$ cat src/rtl/bip_exec_ctrl.sv
// bip_exec_ctrl: run/step/halt sequencer for the BIP CPU. It gates the CPU
// clock enable, counts enabled cycles, and lets a host access the data RAM
// while the CPU is not executing.
//
// state | meaning
// ------+-------------------------------------------------------------
// IDLE  | CPU parked, waiting for i_start / i_step; host may use RAM
// RUN   | free-running until an HLT opcode is fetched
// STEP  | exactly one enabled cycle, then back to IDLE (or HALT on HLT)
// HALT  | HLT reached; only i_clear leaves, pulsing o_cpu_clr
module bip_exec_ctrl #(
  parameter int NB_INSTRUC = 16,
  parameter int NB_OPCODE  = 5,
  parameter int NB_ADDR    = 11,
  parameter int NB_DATA    = 16,
  parameter int NB_CYC     = 16
) (
  input  logic                  i_clk,
  input  logic                  i_rst,
  input  logic                  i_start,
  input  logic                  i_step,
  input  logic                  i_clear,
  input  logic [NB_INSTRUC-1:0] i_instruc,
  input  logic [NB_ADDR-1:0]    i_cpu_addr,
  input  logic [NB_DATA-1:0]    i_cpu_wdata,
  input  logic                  i_cpu_wr,
  input  logic                  i_cpu_rd,
  input  logic                  i_host_req,
  input  logic                  i_host_we,
  input  logic [NB_ADDR-1:0]    i_host_addr,
  input  logic [NB_DATA-1:0]    i_host_wdata,
  input  logic [NB_DATA-1:0]    i_ram_rdata,
  output logic                  o_cpu_en,
  output logic                  o_cpu_clr,
  output logic [NB_ADDR-1:0]    o_ram_addr,
  output logic [NB_DATA-1:0]    o_ram_wdata,
  output logic                  o_ram_we,
  output logic                  o_ram_re,
  output logic                  o_host_ack,
  output logic [NB_DATA-1:0]    o_host_rdata,
  output logic [1:0]            o_state,
  output logic [NB_CYC-1:0]     o_cycles
);

  typedef enum logic [1:0] {
    ST_IDLE = 2'b00,
    ST_RUN  = 2'b01,
    ST_STEP = 2'b10,
    ST_HALT = 2'b11
  } state_t;

  localparam logic [NB_CYC-1:0] CYC_ONE = {{(NB_CYC-1){1'b0}}, 1'b1};

  state_t              state_q, state_d;
  logic [NB_CYC-1:0]   cycles_q, cycles_d;
  logic                host_ack_q, host_ack_d;
  logic                cpu_clr_q, cpu_clr_d;
  logic                hlt;
  logic                cpu_en;
  logic                next_busy;
  logic                host_issue;
  logic                unused_instruc;

  // Only the opcode field matters; the operand bits are deliberately ignored.
  assign unused_instruc = ^i_instruc;

  assign hlt    = (i_instruc[NB_INSTRUC-1 -: NB_OPCODE] == '0);
  assign cpu_en = ((state_q == ST_RUN) || (state_q == ST_STEP)) && !hlt;

  // Next-state logic; o_cpu_clr is registered so it lands in the cycle after i_clear.
  always_comb begin
    state_d   = state_q;
    cpu_clr_d = 1'b0;
    case (state_q)
      ST_IDLE: begin
        if (i_start)     state_d = ST_RUN;
        else if (i_step) state_d = ST_STEP;
      end
      ST_RUN: begin
        if (hlt) state_d = ST_HALT;
      end
      ST_STEP: begin
        if (hlt) state_d = ST_HALT;
        else     state_d = ST_IDLE;
      end
      ST_HALT: begin
        if (i_clear) begin
          state_d   = ST_IDLE;
          cpu_clr_d = 1'b1;
        end
      end
      default: state_d = ST_IDLE;
    endcase
  end

  // Enabled-cycle counter: saturating, cleared when leaving HALT.
  always_comb begin
    cycles_d = cycles_q;
    if ((state_q == ST_HALT) && i_clear)
      cycles_d = '0;
    else if (cpu_en && (cycles_q != '1))
      cycles_d = cycles_q + CYC_ONE;
  end

  // Host gets the RAM only when the CPU is idle now and will not start next
  // cycle; the ack cycle itself issues nothing, giving one access per two
  // cycles. Reset also blocks issue so the strobes are quiet while held.
  assign next_busy  = (state_d == ST_RUN) || (state_d == ST_STEP);
  assign host_issue = i_rst && !cpu_en && i_host_req && !host_ack_q && !next_busy;
  assign host_ack_d = host_issue;

  // RAM port mux: CPU first, then an issued host access, else quiet.
  always_comb begin
    o_ram_addr  = '0;
    o_ram_wdata = '0;
    o_ram_we    = 1'b0;
    o_ram_re    = 1'b0;
    if (cpu_en) begin
      o_ram_addr  = i_cpu_addr;
      o_ram_wdata = i_cpu_wdata;
      o_ram_we    = i_cpu_wr;
      o_ram_re    = i_cpu_rd;
    end else if (host_issue) begin
      o_ram_addr  = i_host_addr;
      o_ram_wdata = i_host_wdata;
      o_ram_we    = i_host_we;
      o_ram_re    = !i_host_we;
    end
  end

  // State, counter and pulse registers.
  always_ff @(posedge i_clk or negedge i_rst) begin
    if (!i_rst) begin
      state_q    <= ST_IDLE;
      cycles_q   <= '0;
      host_ack_q <= 1'b0;
      cpu_clr_q  <= 1'b0;
    end else begin
      state_q    <= state_d;
      cycles_q   <= cycles_d;
      host_ack_q <= host_ack_d;
      cpu_clr_q  <= cpu_clr_d;
    end
  end

  // RAM data arrives one cycle after the read, i.e. in the ack cycle.
  assign o_host_rdata = host_ack_q ? i_ram_rdata : '0;
  assign o_host_ack   = host_ack_q;
  assign o_cpu_clr    = cpu_clr_q;
  assign o_cpu_en     = cpu_en;
  assign o_state      = state_q;
  assign o_cycles     = cycles_q;

endmodule

$ cat config.mk
export PLATFORM = sky130hd
export DESIGN_NAME = bip_exec_ctrl
export DESIGN_NICKNAME = d
export VERILOG_FILES = /design/src/rtl/bip_exec_ctrl.sv
export SDC_FILE = /design/constraint.sdc
export NUM_CORES = 1
export LEC_CHECK = 0
export CORE_AREA = 5 5 73 101
export DETAILED_ROUTE_END_ITERATION = 16
export DIE_AREA = 0 0 78 106
export PLACE_DENSITY = 0.78
export SLEW_MARGIN = 20
export SYNTH_ARGS = -nofsm -noshare
export SYNTH_HDL_FRONTEND = slang
export SYNTH_SLANG_ARGS = --single-unit
$ cat constraint.sdc
create_clock -name i_clk -period 2.6 [get_ports i_clk]
set_input_delay 0.52 -clock i_clk [delete_from_list [all_inputs] [get_ports i_clk]]
set_output_delay 0.52 -clock i_clk [all_outputs]
set_load 0.01 [all_outputs]
* Word-level counts from Yosys, hierarchy flattened
Index checks and enable logic that the tools add are counted.
** Storage, ports and cells
- Register bits after elaboration :: 20
- Input bits :: 95
- Output and inout port bits :: 66
- Logic and storage cells :: 47
** Cells by class
- Add/sub/neg operators :: 1
- Eq/ne operators :: 6
- Multiplexer cells :: 19
- Reduce and logical (&&, ||, !) cells :: 17
** Operators with widths (number)
- $mux W16 :: 5
- $mux W11 :: 2
- $add A16 B1 Y16 const B :: 1
- $ne A16 B16 Y1 const B :: 1
- $mux W2 :: 5
- $pmux W2 S4 :: 1
- $logic_and A1 B1 Y1 :: 7
- $eq A2 B2 Y1 const B :: 3
- $mux W1 :: 6
- $logic_not A1 Y1 :: 5
- $logic_not A5 Y1 :: 1
- $eq A2 B1 Y1 const B :: 2
- $logic_not A2 Y1 :: 1
- $logic_or A1 B1 Y1 :: 2
- $reduce_bool A2 Y1 :: 1

* Depth between registers and ports, before layout
- Word-level depth :: 10
- Depth in mapped cells :: 8
- Gate-level depth less buffers :: 7

* Worst setup path before layout
Ideal clock, no wire load.
- Kind :: input port to output port
- From :: input port i_instruc[12]
- To :: output port o_ram_addr[0]
- Arrival time :: 2.252 ns
- Path slack :: -0.172 ns
- Cell stages on the path :: 6
- Buffers on the path :: 1
- Cell sequence :: or4_4 or4_4 o311ai_4 xor2_2 buf_6 a32o_1
** RTL lines
- from (decl) :: line 23 : input logic [NB_INSTRUC-1:0] i_instruc,
- $logic_not A5 Y1 * :: line 67 : assign hlt = (i_instruc[NB_INSTRUC-1 -: NB_OPCODE] == '0);
- $mux W2 (on tied branches) :: line 83, 80
- $pmux W2 S4 * :: line 74 : case (state_q)
- named net state_d[1] :: line 54 : state_t state_q, state_d;
- $eq A2 B1 Y1 or $eq A2 B2 Y1 (tied branches) :: line 108 : assign next_busy = (state_d == ST_RUN) || (state_d == ST_STEP);
- $logic_or A1 B1 Y1 * :: line 108
- $logic_not A1 Y1 * :: line 109 : assign host_issue = i_rst && !cpu_en && i_host_req && !host_ack_q && !next_busy;
- $logic_and A1 B1 Y1 * :: line 109
- $mux W11 * :: line 123 : end else if (host_issue) begin
- $mux W11 * :: line 118 : if (cpu_en) begin
- to (decl) :: line 35 : output logic [NB_ADDR-1:0] o_ram_addr,
Mark *: on every way through the listed nets, which the timed path passes. The rest lies on a longest branch.

* Final worst setup path
- From :: input port i_instruc[14]
- To :: output port o_ram_addr[10]
The elaborated chain is that of the path after synthesis.

==> summary.txt <==
Outcome
  – Outcome: complete, but fails checks
  – Failing checks: negative setup slack

Detailed routing
  – Vias per cell: 5.04
  – Post-DRT Antenna Nets: 0
  – Wirelength per Cell: 18.6 µm
  – DRC violations left: 0
  – Routed wire length: 7930 µm
  – DR pass1 iterations: 4
  – DRT iter0 DRCs: 71
  – Via count: 2,147

Finish
  – Most frequent cells in the layout: 114 x clkdlybuf4s50_1, 33 x buf_6, 29 x a32o_2
  – Fillers: 562
  – Post-route cell area: 3730 µm²
  – Nets: 454
  – Multi-input gate area: 1160 µm²
  – Area grow syn2layout: 124%
  – Diode count: 0
  – Commonest non-fill, non-tap cell in the layout: clkdlybuf4s50_1
  – Register area: 502 µm²
  – Share of cells above drive strength 1: 0.324

Clock network
  – # H-tree levels: 1
  – Clock latency on the worst-skew pair: 0.26 ns
  – Total clock sinks: 20
  – CTS max path bufs: 2
  – Root Buffer: clkbuf_8
  – CTS buffer count: 3
  – CTS hold repair buffers: 0
  – Worst-path clk slew: 0.07 ns
  – CTS tree: yes

Synth
  – Sequential share of the synthesized area: 0.301
  – Library cells used by synthesis: 33
  – Synth Warn #: 0
  – Number of synthesized register bits: 20
  – Mapped Cells: 182
  – Top cells by area, synth: dfrtp_1 30%, a32o_1 17%, xnor2_1 6.8%
  – Synthesized area: 1660 µm²
  – Cell taking the most area after synthesis: dfrtp_1
  – Synth top area share: 0.301
  – Post-Syn Area per Cell: 9.14 µm²
  – Syn nets: 282

STA
  – Final setup viols: 29
  – Worst setup margin: -0.545 ns
  – Fmax: 318 MHz
  – Least-Margin Pin Slew: 0.614 ns
  – Final-report hold violation count: 0
  – RSZ-0062 raised after global routing: true
  – Fin crit share: 1.21
  – Final min period: 3.14 ns
  – Relative slew slack: 0.591
  – TNS Setup: -13.18 ns
  – Max Slew Vio Count: 0
  – Layout Skew: 0.00197 ns

Critical path
  – Kind of end point of the critical path: primary output
  – Critical path, cell by cell: buf_6 -> or4_4 -> or4_4 -> o311ai_4 -> xor2_4 -> buf_12 -> buf_16 -> buf_8 -> a32o_2 -> buf_6
  – Delay-heaviest family, CP: simple AND/OR/NAND/NOR gates
  – Worst Path Class, Setup: in2out
  – CP Max Fanout: 7
  – Largest stage delay, worst path: 0.54 ns
  – Required @ worst endpoint: 2.08 ns
  – Critical path startpoint category: input pin
  – Data arrival, critical path: 2.62 ns
  – WP buf/inv: 5
  – Slowest-stage cell, CP: or4_4

Floorplan
  – Initial Util: 0.258
  – Die Y: 106 µm
  – Rows: 35
  – DIE WIDTH: 78 µm
  – I/O pin count: 161
  – Die area: 8270 µm²
  – Core Area: 6440 µm²

Pwr
  – Combinational Power Share: 0.820
  – Sequential Power Share: 0.126
  – P_sw: 1.40 mW
  – Switching Share: 0.375
  – Peak VDD IR: 0.517 mV
  – Int Pwr: 2.33 mW
  – Clock share of power: 0.054
  – Pwr dens: 1000 nW/µm²
  – P_leak: 1.64 nW
  – Total power: 3.73 mW

Global route
  – Vias in the first global route: 2,198
  – GR Overflow Total: 0
  – First-pass GRT wire length: 12,000 µm
  – Largest net degree at the start of global routing: 31
  – Tot GR Track Use: 0.180
  – Initial antenna violation count: 0

Job
  – Max_cap viols: 0

Worst hold path
  – Hold WC Path Type: reg2reg

Placed design
  – Port buffer count: 149
  – Placed cell areas: 3350 µm²
  – Post-DP HPWL: 5730 µm
  – Placer Congestion: 0.837
worst paths after layout:
path                                          from                        to  slack, ns  cells past startpoint
max                                  i_instruc[14]            o_ram_addr[10]      -0.54                     10
min                        o_cycles[6]$_DFFE_PN0P_   o_cycles[6]$_DFFE_PN0P_       0.61                      2
max reg2reg                   o_state[0]$_DFF_PN0_      o_host_ack$_DFF_PN0_       0.26                     11
min reg2reg                o_cycles[6]$_DFFE_PN0P_   o_cycles[6]$_DFFE_PN0P_       0.61                      2
max in group asynchronous                    i_rst      o_state[1]$_DFF_PN0_       1.71                      2
min in group asynchronous                    i_rst  o_cycles[10]$_DFFE_PN0P_       0.66                      2
stage by stage:
| step | hold slack (ns) | setup slack (ns) | instances | util |
|---|---|---|---|---|
| 5_1_grt | 0.656 | -0.609 | 426 | 0.579 |
| 3_5_place_dp | 0.595 | -1.14 | 409 | 0.520 |
| 2_1_floorplan | 0.224 | -0.144 | 182 | - |
| 6_report | 0.609 | -0.545 | 426 | 0.579 |
| 3_3_place_gp | 0.573 | -1.13 | 409 | 0.520 |
| 4_1_cts | 0.619 | -0.548 | 423 | 0.567 |
cells in the mapped netlist:
master and instances:
or3_1 1, or2_2 1, nor3b_1 1, o21ai_0 5, o2111ai_1 1, xor2_2 1, a211o_1 1, or4_4 2
dfrtp_1 20, a211oi_1 8, nor3_1 4, dlymetal6s2s_1 1, a32o_1 29, buf_6 3, xnor2_1 13, dlygate4sd1_1 3
nand2_1 7, inv_1 6, o311ai_4 1, nand3_1 8, mux2i_1 2, nand4_1 1, and2b_2 1, nor2b_1 2
clkbuf_1 7, and4_1 1, and3_1 3, nor4_1 3, ha_1 5, and2_1 18, a2111oi_0 1, a21oi_1 2
nor2_1 20
what timing repair did:
action                                  CTS  global route
cloned                                    3             0
pin swaps                                12             9
setup buffers                             8             3
endpoints found under the setup margin   30            30
hold endpoints to repair                  0             0
gates resized for setup                 178            13
area by class of cell:
cell class,count,area share
Tap cell,74,0.0248
Inverter,6,0.00604
Multi-Input combinational cell,142,0.310
Sequential cell,20,0.135
Timing Repair Buffer,181,0.513
Clock buffer,3,0.0111
worst reg2reg max path, delay by kind of cell, from the launching register on:
| family | cells | cell delay (ns) |
|---|---|---|
| AOI/OAI and AO/OA | 2 | 0.56 |
| DFF | 1 | 0.42 |
| and+or+nand+nor | 2 | 0.31 |
| adders and majority gates | 1 | 0.14 |
| buffers and inverters | 5 | 0.69 |
| xor gates and xnor gates | 1 | 0.13 |
flip-flops by register name, indices dropped and copies added, names as in the netlist:
| signal | cells |
|---|---|
| o_cycles | 16 |
| o_state | 2 |
| o_cpu_clr | 1 |
| o_host_ack | 1 |
layer usage:
metal	up-vias	GRT usage	part of all wire
li1	1031	-	-
met1	1018	0.210	0.38
met2	81	0.328	0.54
met3	17	0.0280	0.054
met4	0	0.0628	0.029
met5	-	0	0
kinds of logic after synthesis:
logic type | after synthesis | synth area share
AOI/OAI and AO/OA | 48 | 0.263
buffers and inverters | 20 | 0.0730
muxes | 2 | 0.0120
adders and majority gates | 5 | 0.0376
and+or+nand+nor | 73 | 0.235
DFF | 20 | 0.301
xor gates and xnor gates | 14 | 0.0783
power by group through the flow:
stage,sequential [mW],clock [mW],combinational (mW)
after floorplan,0.488,0,1.10
after global placement,0.463,0,2.15
after detailed placement,0.467,0,2.17
after CTS,0.463,0.211,2.92
after global routing,0.482,0.221,3.24
final,0.470,0.200,3.06
No activity file was read; power rests on OpenSTA's default activity.
